--- src/rtl/mc_ctrl.sv ---
`default_nettype none
// ============================================================================
// Module   : mc_ctrl
// Brief    : Multi-cycle control sequencer for the MIPS core. Steps the
//            shared datapath through fetch, decode, execute, memory and
//            write-back, one state per cycle, with req/ack memory waits.
// Ports    : clk, rst (async, active-low)
//            opcode/funct  - latched IR fields
//            zero          - ALU zero flag (branch condition)
//            mem_ack       - memory access completes this cycle
//            mem_req/mem_we/iord, ir_wr, pc_wr, pc_src, alusrc_a/b, aluop,
//            extop, regwr, reg_dst, memtoreg - datapath controls
//            illegal (sticky), state (debug), retired (instruction count)
// Revision : 1.0 - initial release
// ============================================================================
module mc_ctrl #(
  parameter logic [1:0] RST_PC_SRC = 2'b00
) (
  input  logic        clk,
  input  logic        rst,
  input  logic [5:0]  opcode,
  input  logic [5:0]  funct,
  input  logic        zero,
  input  logic        mem_ack,
  output logic        mem_req,
  output logic        mem_we,
  output logic        iord,
  output logic        ir_wr,
  output logic        pc_wr,
  output logic [1:0]  pc_src,
  output logic        alusrc_a,
  output logic [1:0]  alusrc_b,
  output logic [2:0]  aluop,
  output logic [1:0]  extop,
  output logic        regwr,
  output logic [1:0]  reg_dst,
  output logic [1:0]  memtoreg,
  output logic        illegal,
  output logic [3:0]  state,
  output logic [31:0] retired
);

  typedef enum logic [3:0] {
    S_FETCH    = 4'd0,
    S_DECODE   = 4'd1,
    S_EXEC_R   = 4'd2,
    S_EXEC_I   = 4'd3,
    S_MEM_ADDR = 4'd4,
    S_MEM_RD   = 4'd5,
    S_MEM_WB   = 4'd6,
    S_MEM_WR   = 4'd7,
    S_BRANCH   = 4'd8,
    S_JUMP     = 4'd9,
    S_ALU_WB   = 4'd10,
    S_HALT     = 4'd15
  } state_t;

  localparam logic [5:0] c_OP_RTYPE = 6'b000000;
  localparam logic [5:0] c_OP_ORI   = 6'b001101;
  localparam logic [5:0] c_OP_LUI   = 6'b001111;
  localparam logic [5:0] c_OP_ADDI  = 6'b001000;
  localparam logic [5:0] c_OP_LW    = 6'b100011;
  localparam logic [5:0] c_OP_SW    = 6'b101011;
  localparam logic [5:0] c_OP_BEQ   = 6'b000100;
  localparam logic [5:0] c_OP_J     = 6'b000010;
  localparam logic [5:0] c_OP_JAL   = 6'b000011;

  localparam logic [5:0] c_FN_ADDU  = 6'b100001;
  localparam logic [5:0] c_FN_SUBU  = 6'b100011;
  localparam logic [5:0] c_FN_SLT   = 6'b101010;
  localparam logic [5:0] c_FN_JR    = 6'b001000;

  localparam logic [2:0] c_ALU_ADD  = 3'b000;
  localparam logic [2:0] c_ALU_SUB  = 3'b001;
  localparam logic [2:0] c_ALU_OR   = 3'b010;
  localparam logic [2:0] c_ALU_SLT  = 3'b011;
  localparam logic [2:0] c_ALU_PASS = 3'b100;

  state_t      r_state;
  state_t      w_next;
  logic        r_illegal;
  logic [31:0] r_retired;

  logic w_rtype;
  assign w_rtype = (opcode == c_OP_RTYPE);

  // Next-state and control decode. Outputs are Moore from the state and IR
  // fields, except the FETCH ack-gated writes and the zero-gated branch.
  always_comb begin
    w_next   = r_state;
    mem_req  = 1'b0;
    mem_we   = 1'b0;
    iord     = 1'b0;
    ir_wr    = 1'b0;
    pc_wr    = 1'b0;
    pc_src   = 2'b00;
    alusrc_a = 1'b0;
    alusrc_b = 2'b00;
    aluop    = c_ALU_ADD;
    extop    = 2'b00;
    regwr    = 1'b0;
    reg_dst  = 2'b00;
    memtoreg = 2'b00;

    case (r_state)
      S_FETCH: begin
        mem_req  = 1'b1;
        alusrc_b = 2'b01;
        if (mem_ack) begin
          ir_wr  = 1'b1;
          pc_wr  = 1'b1;
          w_next = S_DECODE;
        end
      end
      S_DECODE: begin
        // Precompute the branch target into ALUOut.
        alusrc_b = 2'b11;
        if (w_rtype) begin
          if (funct == c_FN_ADDU || funct == c_FN_SUBU || funct == c_FN_SLT)
            w_next = S_EXEC_R;
          else if (funct == c_FN_JR)
            w_next = S_JUMP;
          else
            w_next = S_HALT;
        end else begin
          case (opcode)
            c_OP_ORI, c_OP_LUI, c_OP_ADDI: w_next = S_EXEC_I;
            c_OP_LW, c_OP_SW:              w_next = S_MEM_ADDR;
            c_OP_BEQ:                      w_next = S_BRANCH;
            c_OP_J, c_OP_JAL:              w_next = S_JUMP;
            default:                       w_next = S_HALT;
          endcase
        end
      end
      S_EXEC_R: begin
        alusrc_a = 1'b1;
        case (funct)
          c_FN_SUBU: aluop = c_ALU_SUB;
          c_FN_SLT:  aluop = c_ALU_SLT;
          default:   aluop = c_ALU_ADD;
        endcase
        w_next = S_ALU_WB;
      end
      S_EXEC_I: begin
        alusrc_a = 1'b1;
        alusrc_b = 2'b10;
        case (opcode)
          c_OP_ORI: begin extop = 2'b00; aluop = c_ALU_OR;   end
          c_OP_LUI: begin extop = 2'b10; aluop = c_ALU_PASS; end
          default:  begin extop = 2'b01; aluop = c_ALU_ADD;  end
        endcase
        w_next = S_ALU_WB;
      end
      S_ALU_WB: begin
        regwr   = 1'b1;
        reg_dst = w_rtype ? 2'b01 : 2'b00;
        w_next  = S_FETCH;
      end
      S_MEM_ADDR: begin
        alusrc_a = 1'b1;
        alusrc_b = 2'b10;
        extop    = 2'b01;
        w_next   = (opcode == c_OP_SW) ? S_MEM_WR : S_MEM_RD;
      end
      S_MEM_RD: begin
        mem_req = 1'b1;
        iord    = 1'b1;
        if (mem_ack) w_next = S_MEM_WB;
      end
      S_MEM_WB: begin
        regwr    = 1'b1;
        memtoreg = 2'b01;
        w_next   = S_FETCH;
      end
      S_MEM_WR: begin
        mem_req = 1'b1;
        mem_we  = 1'b1;
        iord    = 1'b1;
        if (mem_ack) w_next = S_FETCH;
      end
      S_BRANCH: begin
        alusrc_a = 1'b1;
        aluop    = c_ALU_SUB;
        pc_src   = 2'b01;
        pc_wr    = zero;
        w_next   = S_FETCH;
      end
      S_JUMP: begin
        pc_wr = 1'b1;
        if (w_rtype) begin
          pc_src = 2'b11;
        end else begin
          pc_src = 2'b10;
          if (opcode == c_OP_JAL) begin
            regwr    = 1'b1;
            reg_dst  = 2'b10;
            memtoreg = 2'b10;
          end
        end
        w_next = S_FETCH;
      end
      S_HALT: begin
        w_next = S_HALT;
      end
      default: begin
        w_next = S_FETCH;
      end
    endcase

    // Reset must kill any in-flight request immediately, not at the next edge.
    if (!rst) begin
      mem_req = 1'b0;
      mem_we  = 1'b0;
      ir_wr   = 1'b0;
      pc_wr   = 1'b0;
      regwr   = 1'b0;
      pc_src  = RST_PC_SRC;
    end
  end

  always_ff @(posedge clk or negedge rst) begin
    if (!rst) begin
      r_state   <= S_FETCH;
      r_illegal <= 1'b0;
      r_retired <= 32'd0;
    end else begin
      r_state <= w_next;
      if (r_state == S_DECODE && w_next == S_HALT)
        r_illegal <= 1'b1;
      if (r_state != S_FETCH && w_next == S_FETCH)
        r_retired <= r_retired + 32'd1;
    end
  end

  assign state   = r_state;
  assign illegal = r_illegal;
  assign retired = r_retired;

endmodule
`default_nettype wire

--- config.mk ---
export PLATFORM = sky130hd
export DESIGN_NAME = mc_ctrl
export DESIGN_NICKNAME = d
export VERILOG_FILES = /design/src/rtl/mc_ctrl.sv
export SDC_FILE = /design/constraint.sdc
export NUM_CORES = 1
export LEC_CHECK = 0
export CAP_MARGIN = 40
export CORE_UTILIZATION = 30
export DETAILED_ROUTE_END_ITERATION = 12
export GPL_TIMING_DRIVEN = 0
export PLACE_DENSITY_LB_ADDON = 0.15
export SYNTH_ARGS = -nofsm -noshare
export SYNTH_HDL_FRONTEND = slang
export SYNTH_SLANG_ARGS = --single-unit
--- constraint.sdc ---
create_clock -name clk -period 2 [get_ports clk]
set_input_delay 0.3 -clock clk [delete_from_list [all_inputs] [get_ports clk]]
set_output_delay 0.3 -clock clk [all_outputs]
set_load 0.05 [all_outputs]
==> run_results.csv <==
group,metric,value,unit
timing,hold_ws,0.000220,ns
die,initial_utilization,0.315,
die,core-area,7810,um2
detailed_routing,dr.pass1.iters,4,
timing,fmax,0.470,GHz
detailed_routing,viasPerCell,5.11,
final_layout,drive_gt1_frac,0.562,
global_route,grt.total_usage,0.177,
final_layout,fin_cells,504,
timing,worstMarginPinSlew,0.547,ns
detailed_routing,wl_per_cell,16.4,um
final_layout,area_growth,91.0,%
detailed_routing,drc,0,
timing,slew_violations,0,
yosys,ys_seq_elements,37,
timing,final_hold_viol_count,0,
clock_tree,cts_sinks,37,
critical_path,worst_ep_required_time,2.18,ns
clock_tree,root_buffer,"clkbuf_8",
global_route,grt_pass1_vias,2457,
power_and_ir_drop,p_per_area,1210,nW/um2
run_status,status,"finished with violations",
critical_path,reg2reg_slack,-0.13,ns
yosys,synthArstFlopShare,1.00,
clock_tree,cts_made_buffers,5,
critical_path,critPathLaunchType,"register",
clock_tree,clk_latency,0.28,ns
global_route,gr-total-overflow,0,
yosys,syn_inst,263,
timing,fin_setup_tns,-1.74,ns
yosys,synthFlopType,"dfrtp_1",
die,io_pins,73,
clock_tree,cts_tree,"built",
critical_path,crit_family,"buffers and inverters",
detailed_routing,drt_iter0_drc,121,
yosys,syn_nets,280,
critical_path,endpoint_kind,"register",
die,rows,32,
clock_tree,hold_buffers,0,
job,drv_cap,0,
global_route,grt_pass1_wl,12.2,mm
power_and_ir_drop,leakagePower,1.96,nW
critical_path,path_buf_inv,4,
die,die_w,92.5,um
place,io_buffers,69,
critical_path,critPathMaxStageDelay,0.45,ns
global_route,met2_usage,0.280,
critical_path,worst_path_most_repeated_cell,"buf_6",
yosys,syn_area,2460,um2
detailed_routing,vias,2575,
final_layout,fin_util,0.601,
timing,rsz0062_at_grt,"yes",
critical_path,path_max_fanout,5,
timing,finalCriticalPeriod,2.13,ns
clock_tree,h-tree-depth,2,
critical_path,worst_r2r_startpoint,"state[2]$_DFF_PN0_",
critical_path,arrival,2.30,ns
global_route,grt_max_degree,23,
final_layout,fin_nets,418,
die,die_area,8560,um2
die,die_y,92.5,um
yosys,avgSynthCellArea,9.34,um2
detailed_routing,ant_nets,0,
yosys,synth_cell_types,51,
critical_path,critPathKind,"register to register",
clock_tree,clockBufferDepth,2,
detailed_routing,drt_wl_total,8.26,mm
power_and_ir_drop,vdd_drop_max,0.000488,V
run_status,violations,"negative setup slack",
global_route,grt_busiest_layer,"met2",
final_layout,insertedDiodeCount,0,
timing,fin_ws,-0.126,ns
yosys,yosysWarnings,0,
place,placedCellCount,435,
power_and_ir_drop,finalPower,5.67,mW
worst_hold_path,min-delay-path-class,"input pin to async pin",
yosys,synth_edf_count,0,
clock_tree,path_clk_slew,0.07,ns
place,place_congestion,0.794,
yosys,yosysSeqAreaShare,0.377,
timing,period_share,1.06,
critical_path,r2r_cells,10,
critical_path,r2r-end,"retired[28]$_DFFE_PN0P_",
timing,setup_violations,32,
global_route,grt_antenna_before_repair,0,
final_layout,fillCellCount,665,
critical_path,path_cells,"buf_6 > buf_6 > and3_4 > o21ai_4 > o31ai_4 > buf_6 > nor4b_4 > buf_6 > nand4_1 > xnor2_1",
global_route,grtUsageMet1,0.253,
place,dp_hpwl,4.91,mm
global_route,met3_usage,0.0287,
timing,finClkSkew,0.00537,ns
critical_path,critical_path.slowest_cell,"dfrtp_2",
timing,max-slew-margin-rel,0.635,
[flip-flops by register name (all words and copies together), names as in the netlist]
signal	cells
state	4
illegal	1
retired	32
[how the worst max path moves through the flow]
stage / endpoint / depth (start not counted) / startpoint / slack, ns
floorplan: pc_src[0] / 4 / state[3]$_DFF_PN0_ / -0.26
global placement: pc_wr / 4 / rst / -1.91
detailed placement: aluop[1] / 7 / opcode[2] / -1.05
CTS: aluop[1] / 5 / state[0]$_DFF_PN0_ / -0.16
global route: retired[28]$_DFFE_PN0P_ / 10 / state[2]$_DFF_PN0_ / -0.21
finish: retired[28]$_DFFE_PN0P_ / 10 / state[2]$_DFF_PN0_ / -0.13
[synth_stat cells (all sizes together), types with 4 or more instances]
cell type  count  area [um2]
and4           7        61.3
nand3         18        90.1
o21ai          8        51.3
nor2b          9        56.3
xor2           5        43.8
and3          10        62.6
nand2         25        93.8
nand2b         5        31.3
and2           4        25.0
a21oi          5        25.0
nor4           8         108
nand4          7        43.8
inv            6        22.5
dfrtp         37         926
nor3b          6        55.1
xnor2         29         254
clkbuf         4        15.0
nor2          17        63.8
buf            9        51.3
and4b          5        50.1
nor3           8        40.0
[per-stage QoR]
| stage | setup slack [ns] | cell area [um2] |
|---|---|---|
| 2_1_floorplan | -0.259 | 2620 |
| 3_3_place_gp | -1.91 | 3440 |
| 3_5_place_dp | -1.05 | 3460 |
| 4_1_cts | -0.159 | 4120 |
| 5_1_grt | -0.206 | 4690 |
| 6_report | -0.126 | 4690 |
[metal layers]
metal | wire length [um] | part of all wire | up-vias
li1 | - | - | 1229
met1 | 3850 | 0.47 | 1278
met2 | 4050 | 0.49 | 64
met3 | 313 | 0.038 | 4
met4 | 42 | 0.0051 | 0
met5 | 0 | 0 | -
[power breakdown]
| part | internal, mW | switching [mW] | total, mW |
|---|---|---|---|
| registers | 0.864 | 0.137 | 1.00 |
| logic | 1.79 | 2.21 | 4.00 |
| clock network | 0.407 | 0.260 | 0.667 |
| total | 3.06 | 2.60 | 5.67 |
[cells in the final DEF, fill, tap and decap left out, types with 8 or more instances in the layout]
cell type and count:
nand3_2 11, buf_4 48, nor2_1 10, dfrtp_2 16, buf_2 8, clkdlybuf4s50_1 37, dfrtp_1 21, xnor2_1 25
buf_6 23, nand2_1 15
[final cells by class]
class,count,area (um2),area share
Sequential cell,37,946,0.201
Buffer,13,183,0.0389
Inverter,6,26.3,0.00560
Multi-Input combinational cell,207,2050,0.437
Clock inverter,1,30.0,0.00640
Tap cell,102,128,0.0272
Clock buffer,7,86.3,0.0184
Timing Repair Buffer,131,1240,0.265
[logic make-up (layout without fill, tap and decap cells)]
family / Yosys count / after routing / share of synthesized area
AND/OR/NAND/NOR: 136 / 136 / 0.343
flip-flops: 37 / 37 / 0.377
AO/OA/AOI/OAI: 35 / 35 / 0.114
XOR/XNOR: 34 / 34 / 0.121
buffers and inverters: 19 / 158 / 0.0361
adder cells (fa/ha/maj): 1 / 1 / 0.00509
multiplexers: 1 / 1 / 0.00458
[timing repair]
action                     in CTS  in global routing
resized for setup             198                 86
setup buffers                  31                 30
pin swaps                      32                 56
gates cloned                    1                  1
setup endpoints to repair      52                 46
[worst register-to-register path: stages, from the launching register on]
cell and delay (ns):
dfrtp_2 0.45, buf_6 0.16, buf_6 0.12, and3_4 0.17, o21ai_4 0.14, o31ai_4 0.14, buf_6 0.16, nor4b_4 0.24
buf_6 0.18, nand4_1 0.12, xnor2_1 0.14
Power figures use the tool's default switching activity.
==> RTL change 1: new RTL, same flow settings <==
Reset style: synchronous (`rst`), changed in one clocked block. Comments in the files are not updated.
--- a/src/rtl/mc_ctrl.sv
+++ b/src/rtl/mc_ctrl.sv
@@ -219,5 +219,5 @@
   end
 
-  always_ff @(posedge clk or negedge rst) begin
+  always_ff @(posedge clk) begin
     if (!rst) begin
       r_state   <= S_FETCH;
Behaviour: differs if rst is asserted again (counterexample within 4 cycles, from zero or initial values and one cycle with rst low); with rst held inactive, the same outputs for 10 cycles.
==> RTL change 1 against the unedited design <==
  * Total power grew 35%
  * Sequential cell count is the same
  * Worst setup slack lost 0.15 ns
  * Clock power shrank 14%
  * Design area grew 14%
  * First-iteration DRC count grew 21%
  * Register-to-register slack lost 0.11 ns
  * Highest routed layer unchanged
  * Clock skew grew 0.0091 ns
  * Routed wire length grew 28%
  * Synthesized area grew 8.2%
  * The run still ends with setup timing left
  * Final cell count grew 18%
  * Global-route usage grew 5.2 points
  * Count of clock-buffer cells in the layout is the same
==> RTL change 1: results (changes against the unedited design) <==
\begin{tabular}{lr}
\hline
Metric & Value \\
\hline
\multicolumn{2}{l}{\textbf{Setup path}} \\
Family with the most delay on the worst path & simple AND/OR/NAND/NOR gates (was buffers and inverters) \\
Worst R2R End & retired[30] (was retired[28]) \\
\multicolumn{2}{l}{\textbf{STA}} \\
Final hold slack & 0.410 ns (was 0.000220 ns) \\
Final WS setup & -0.277 ns (was -0.126 ns) \\
Slew Limit Headroom & 47.4\% (was 63.5\%) \\
Endpoints failing setup & 34 (was 32) \\
Setup tns final & -5.80 ns (was -1.74 ns) \\
\multicolumn{2}{l}{\textbf{Power}} \\
Switching power of the nets & 3570 uW (was 2600 uW) \\
Maximum resistive drop on vdd & 884 uV (was 488 uV) \\
Overall power consumption & 7670 uW (was 5670 uW) \\
Leakage power total & 0.00204 uW (was 0.00196 uW) \\
\multicolumn{2}{l}{\textbf{Logic synthesis}} \\
Sequential element share of the synthesized area & 27.8\% (was 37.7\%) \\
Top post-synthesis cells by count & sky130\_fd\_sc\_hd\_\_dfxtp\_1, sky130\_fd\_sc\_hd\_\_nand2\_1, sky130\_fd\_sc\_hd\_\_nand2b\_1, sky130\_fd\_sc\_hd\_\_nor2\_1, sky130\_fd\_sc\_hd\_\_nor3\_1 (was sky130\_fd\_sc\_hd\_\_dfrtp\_1, sky130\_fd\_sc\_hd\_\_xnor2\_1, sky130\_fd\_sc\_hd\_\_nand2\_1, sky130\_fd\_sc\_hd\_\_nand3\_1, sky130\_fd\_sc\_hd\_\_nor2\_1) \\
Number of distinct library cells after synthesis & 60 (was 51) \\
Biggest area contributors in the synthesized netlist & sky130\_fd\_sc\_hd\_\_dfxtp\_1, sky130\_fd\_sc\_hd\_\_nand2b\_1, sky130\_fd\_sc\_hd\_\_mux2i\_1 (was sky130\_fd\_sc\_hd\_\_dfrtp\_1, sky130\_fd\_sc\_hd\_\_xnor2\_1, sky130\_fd\_sc\_hd\_\_nand2\_1) \\
Primary FF master, synth & sky130\_fd\_sc\_hd\_\_dfxtp\_1 (was sky130\_fd\_sc\_hd\_\_dfrtp\_1) \\
\multicolumn{2}{l}{\textbf{Finish}} \\
Total number of nets in the final design & 504 (was 418) \\
Final cell count without fillers & 593 (was 504) \\
Filler Cell Count & 694 (was 665) \\
Fraction of layout cells with a size suffix above 1 & 52.3\% (was 56.2\%) \\
\multicolumn{2}{l}{\textbf{Outcome}} \\
Status & finished, violations left (unchanged) \\
Failing checks & setup timing (unchanged) \\
\multicolumn{2}{l}{\textbf{Placed design}} \\
Post-Place Worst Slack & -1.34 ns (was -1.05 ns) \\
Routability-driven placement congestion ratio & 0.811 (was 0.794) \\
Cell total after placement & 511 (was 435) \\
\multicolumn{2}{l}{\textbf{GRT}} \\
Via count of the first global-routing pass & 3,184 (was 2,457) \\
\multicolumn{2}{l}{\textbf{Route}} \\
Drt initial violations & 146 (was 121) \\
\hline
\end{tabular}
## RTL change 1: kinds of logic after synthesis
group | Yosys count | share of synthesized area (%)
compound gates | 67 | 20.9
buf+inv | 34 | 5.83
flops | 37 | 27.8
xor+xnor | 2 | 0.659
fa+ha+maj | 1 | 0.470
simple gates | 182 | 39.0
mux | 14 | 5.27
## RTL change 1: metal layers
metal  GRT usage, %  up-vias  part of all wire [%]
met5              0        -                     0
met4           8.08        0                   2.2
met3           3.48       22                   3.8
met2           39.5       95                    51
met1           28.6     1613                    43
li1               -     1581                     -
## RTL change 1: cell type report
class	instances	area, um^2	share of cell area, %
buffer	23	325	6.05
clock buffer	7	86.3	1.61
clock inverter	1	7.51	0.140
inverter	8	35.0	0.652
multi-input combinational	266	2500	46.6
sequential	37	802	14.9
tap	105	131	2.45
timing repair buffer	146	1480	27.6
## RTL change 1: worst max path at each step
stage	startpoint	to	cells after the start	slack (ns)
after floorplan	opcode[3]	regwr	6	-0.53
after global placement	opcode[1]	regwr	7	-1.33
after detailed placement	opcode[1]	regwr	7	-1.34
after CTS	retired[5]	retired[10]	8	-0.29
after global routing	opcode[0]	retired[6]	10	-0.39
final	opcode[0]	retired[7]	9	-0.28
## RTL change 1: worst register-to-register path: stages, from the launching register on
cell and delay, ns:
sky130_fd_sc_hd__dfxtp_4 0.35, sky130_fd_sc_hd__and4_4 0.22, sky130_fd_sc_hd__nand4_1 0.13, sky130_fd_sc_hd__a311o_1 0.30
sky130_fd_sc_hd__or4b_4 0.61, sky130_fd_sc_hd__buf_6 0.16, sky130_fd_sc_hd__o311ai_4 0.23, sky130_fd_sc_hd__o41ai_2 0.11
## RTL change 1: what timing repair did
action	4_1_cts	5_1_grt
hold buffers	0	0
buffers inserted	60	12
endpoints found under the setup margin	53	49
cloned	6	1
pin swaps	45	22
resized for setup	228	76
==> RTL change 2: new RTL, same flow settings <==
Without the edit above. Put one more register stage on the output `retired`. The value now appears one clock later. The other outputs are not delayed to match.
--- a/src/rtl/mc_ctrl.sv
+++ b/src/rtl/mc_ctrl.sv
@@ -235,5 +235,7 @@
   assign state   = r_state;
   assign illegal = r_illegal;
-  assign retired = r_retired;
+  always_ff @(posedge clk) begin
+    retired <= r_retired;
+  end
 
 endmodule
Behaviour: not the same (Yosys sat finds a counterexample within 4 cycles, from zero or initial values and one cycle with rst low).
==> RTL change 2 against the unedited design <==
  * The flow still finishes with violations (setup timing)
  * Worst setup slack worse by 0.019 ns
  * Design area up 22%
  * Routed wire length up 15%
  * Count of clock-buffer cells in the layout is 3 higher
  * Total power is 36% higher
  * Sequential cell count up 32
  * Synthesized area is 34% higher
==> RTL change 2: results (changes against the unedited design) <==
\begin{tabular}{lr}
\hline
Metric & Value \\
\hline
\multicolumn{2}{l}{\textbf{Outcome}} \\
Status & finished, violations left (unchanged) \\
Failing checks & setup timing (unchanged) \\
\multicolumn{2}{l}{\textbf{Route}} \\
Drt initial violations & 146 (was 121) \\
Wire length on met1 & 4200 um (was 3850 um) \\
Routed via count & 2,982 (was 2,575) \\
\multicolumn{2}{l}{\textbf{STA}} \\
Slew of the pin with the lowest slew margin & 0.778 ns (was 0.547 ns) \\
Final hold slack & 0.404 ns (was 0.000220 ns) \\
Endpoints failing setup & 27 (was 32) \\
Final WS setup & -0.145 ns (was -0.126 ns) \\
\multicolumn{2}{l}{\textbf{CTS}} \\
Skew-Pair Late Insertion Delay & 0.34 ns (was 0.28 ns) \\
\multicolumn{2}{l}{\textbf{Setup path}} \\
Critical Path AT & 2.40 ns (was 2.30 ns) \\
Worst Setup SP & opcode[5] (was state[2]) \\
Delay of the slowest critical-path stage & 0.51 ns (was 0.45 ns) \\
\multicolumn{2}{l}{\textbf{Finish}} \\
Filler Cell Count & 905 (was 665) \\
Multi-input gate share of total cell area & 39.2\% (was 43.7\%) \\
Clock buffer count & 10 (was 7) \\
Non-clock buffers & 138 (was 144) \\
Total number of nets in the final design & 466 (was 418) \\
Fraction of layout cells with a size suffix above 1 & 44.5\% (was 56.2\%) \\
\multicolumn{2}{l}{\textbf{GRT}} \\
First-pass GRT wire length & 15,600 um (was 12,200 um) \\
Fraction of met2 tracks used by global routing & 28.8\% (was 28.0\%) \\
\multicolumn{2}{l}{\textbf{Placed design}} \\
Area after detailed placement & 4590 um\^{}2 (was 3460 um\^{}2) \\
Hpwl dp & 6120 um (was 4910 um) \\
Count of buffers inserted at the top-level ports & 70 (was 69) \\
\multicolumn{2}{l}{\textbf{Power}} \\
Leakage power total & 0.00243 uW (was 0.00196 uW) \\
Clock power frac & 19.6\% (was 11.8\%) \\
\multicolumn{2}{l}{\textbf{Logic synthesis}} \\
Number of distinct library cells after synthesis & 55 (was 51) \\
Post-synth net total & 337 (was 280) \\
Syn Inst Count & 320 (was 263) \\
\hline
\end{tabular}
## RTL change 2: cell count changes in the layout (fill, tap and decap cells not counted), sizes merged, moves of 4 or more
cell   before  now
nor2b       9    5
and4b       5    0
nand2      25   29
nor4        8   30
a21oi       5    9
dfxtp       0   32
nor3b       6    1
buf        89   84
xor2        5   28
a31oi       0    4
xnor2      29    5
nand3      18   14
## RTL change 2: cells by family after synthesis
family | after synthesis | share of synthesized area (%)
multiplexers | 1 | 0.342
adder cells (fa/ha/maj) | 1 | 0.380
buffers and inverters | 26 | 4.37
AO/OA/AOI/OAI | 38 | 8.56
AND/OR/NAND/NOR | 152 | 30.0
flip-flops | 69 | 47.6
XOR/XNOR | 33 | 8.78
## RTL change 2: timing repair
item	4_1_cts	5_1_grt
cloned	2	1
hold buffers	2	0
resized for setup	199	60
endpoints found under the setup margin	54	50
setup buffers	36	6
pin swaps	30	28
endpoints found under the hold margin	15	0
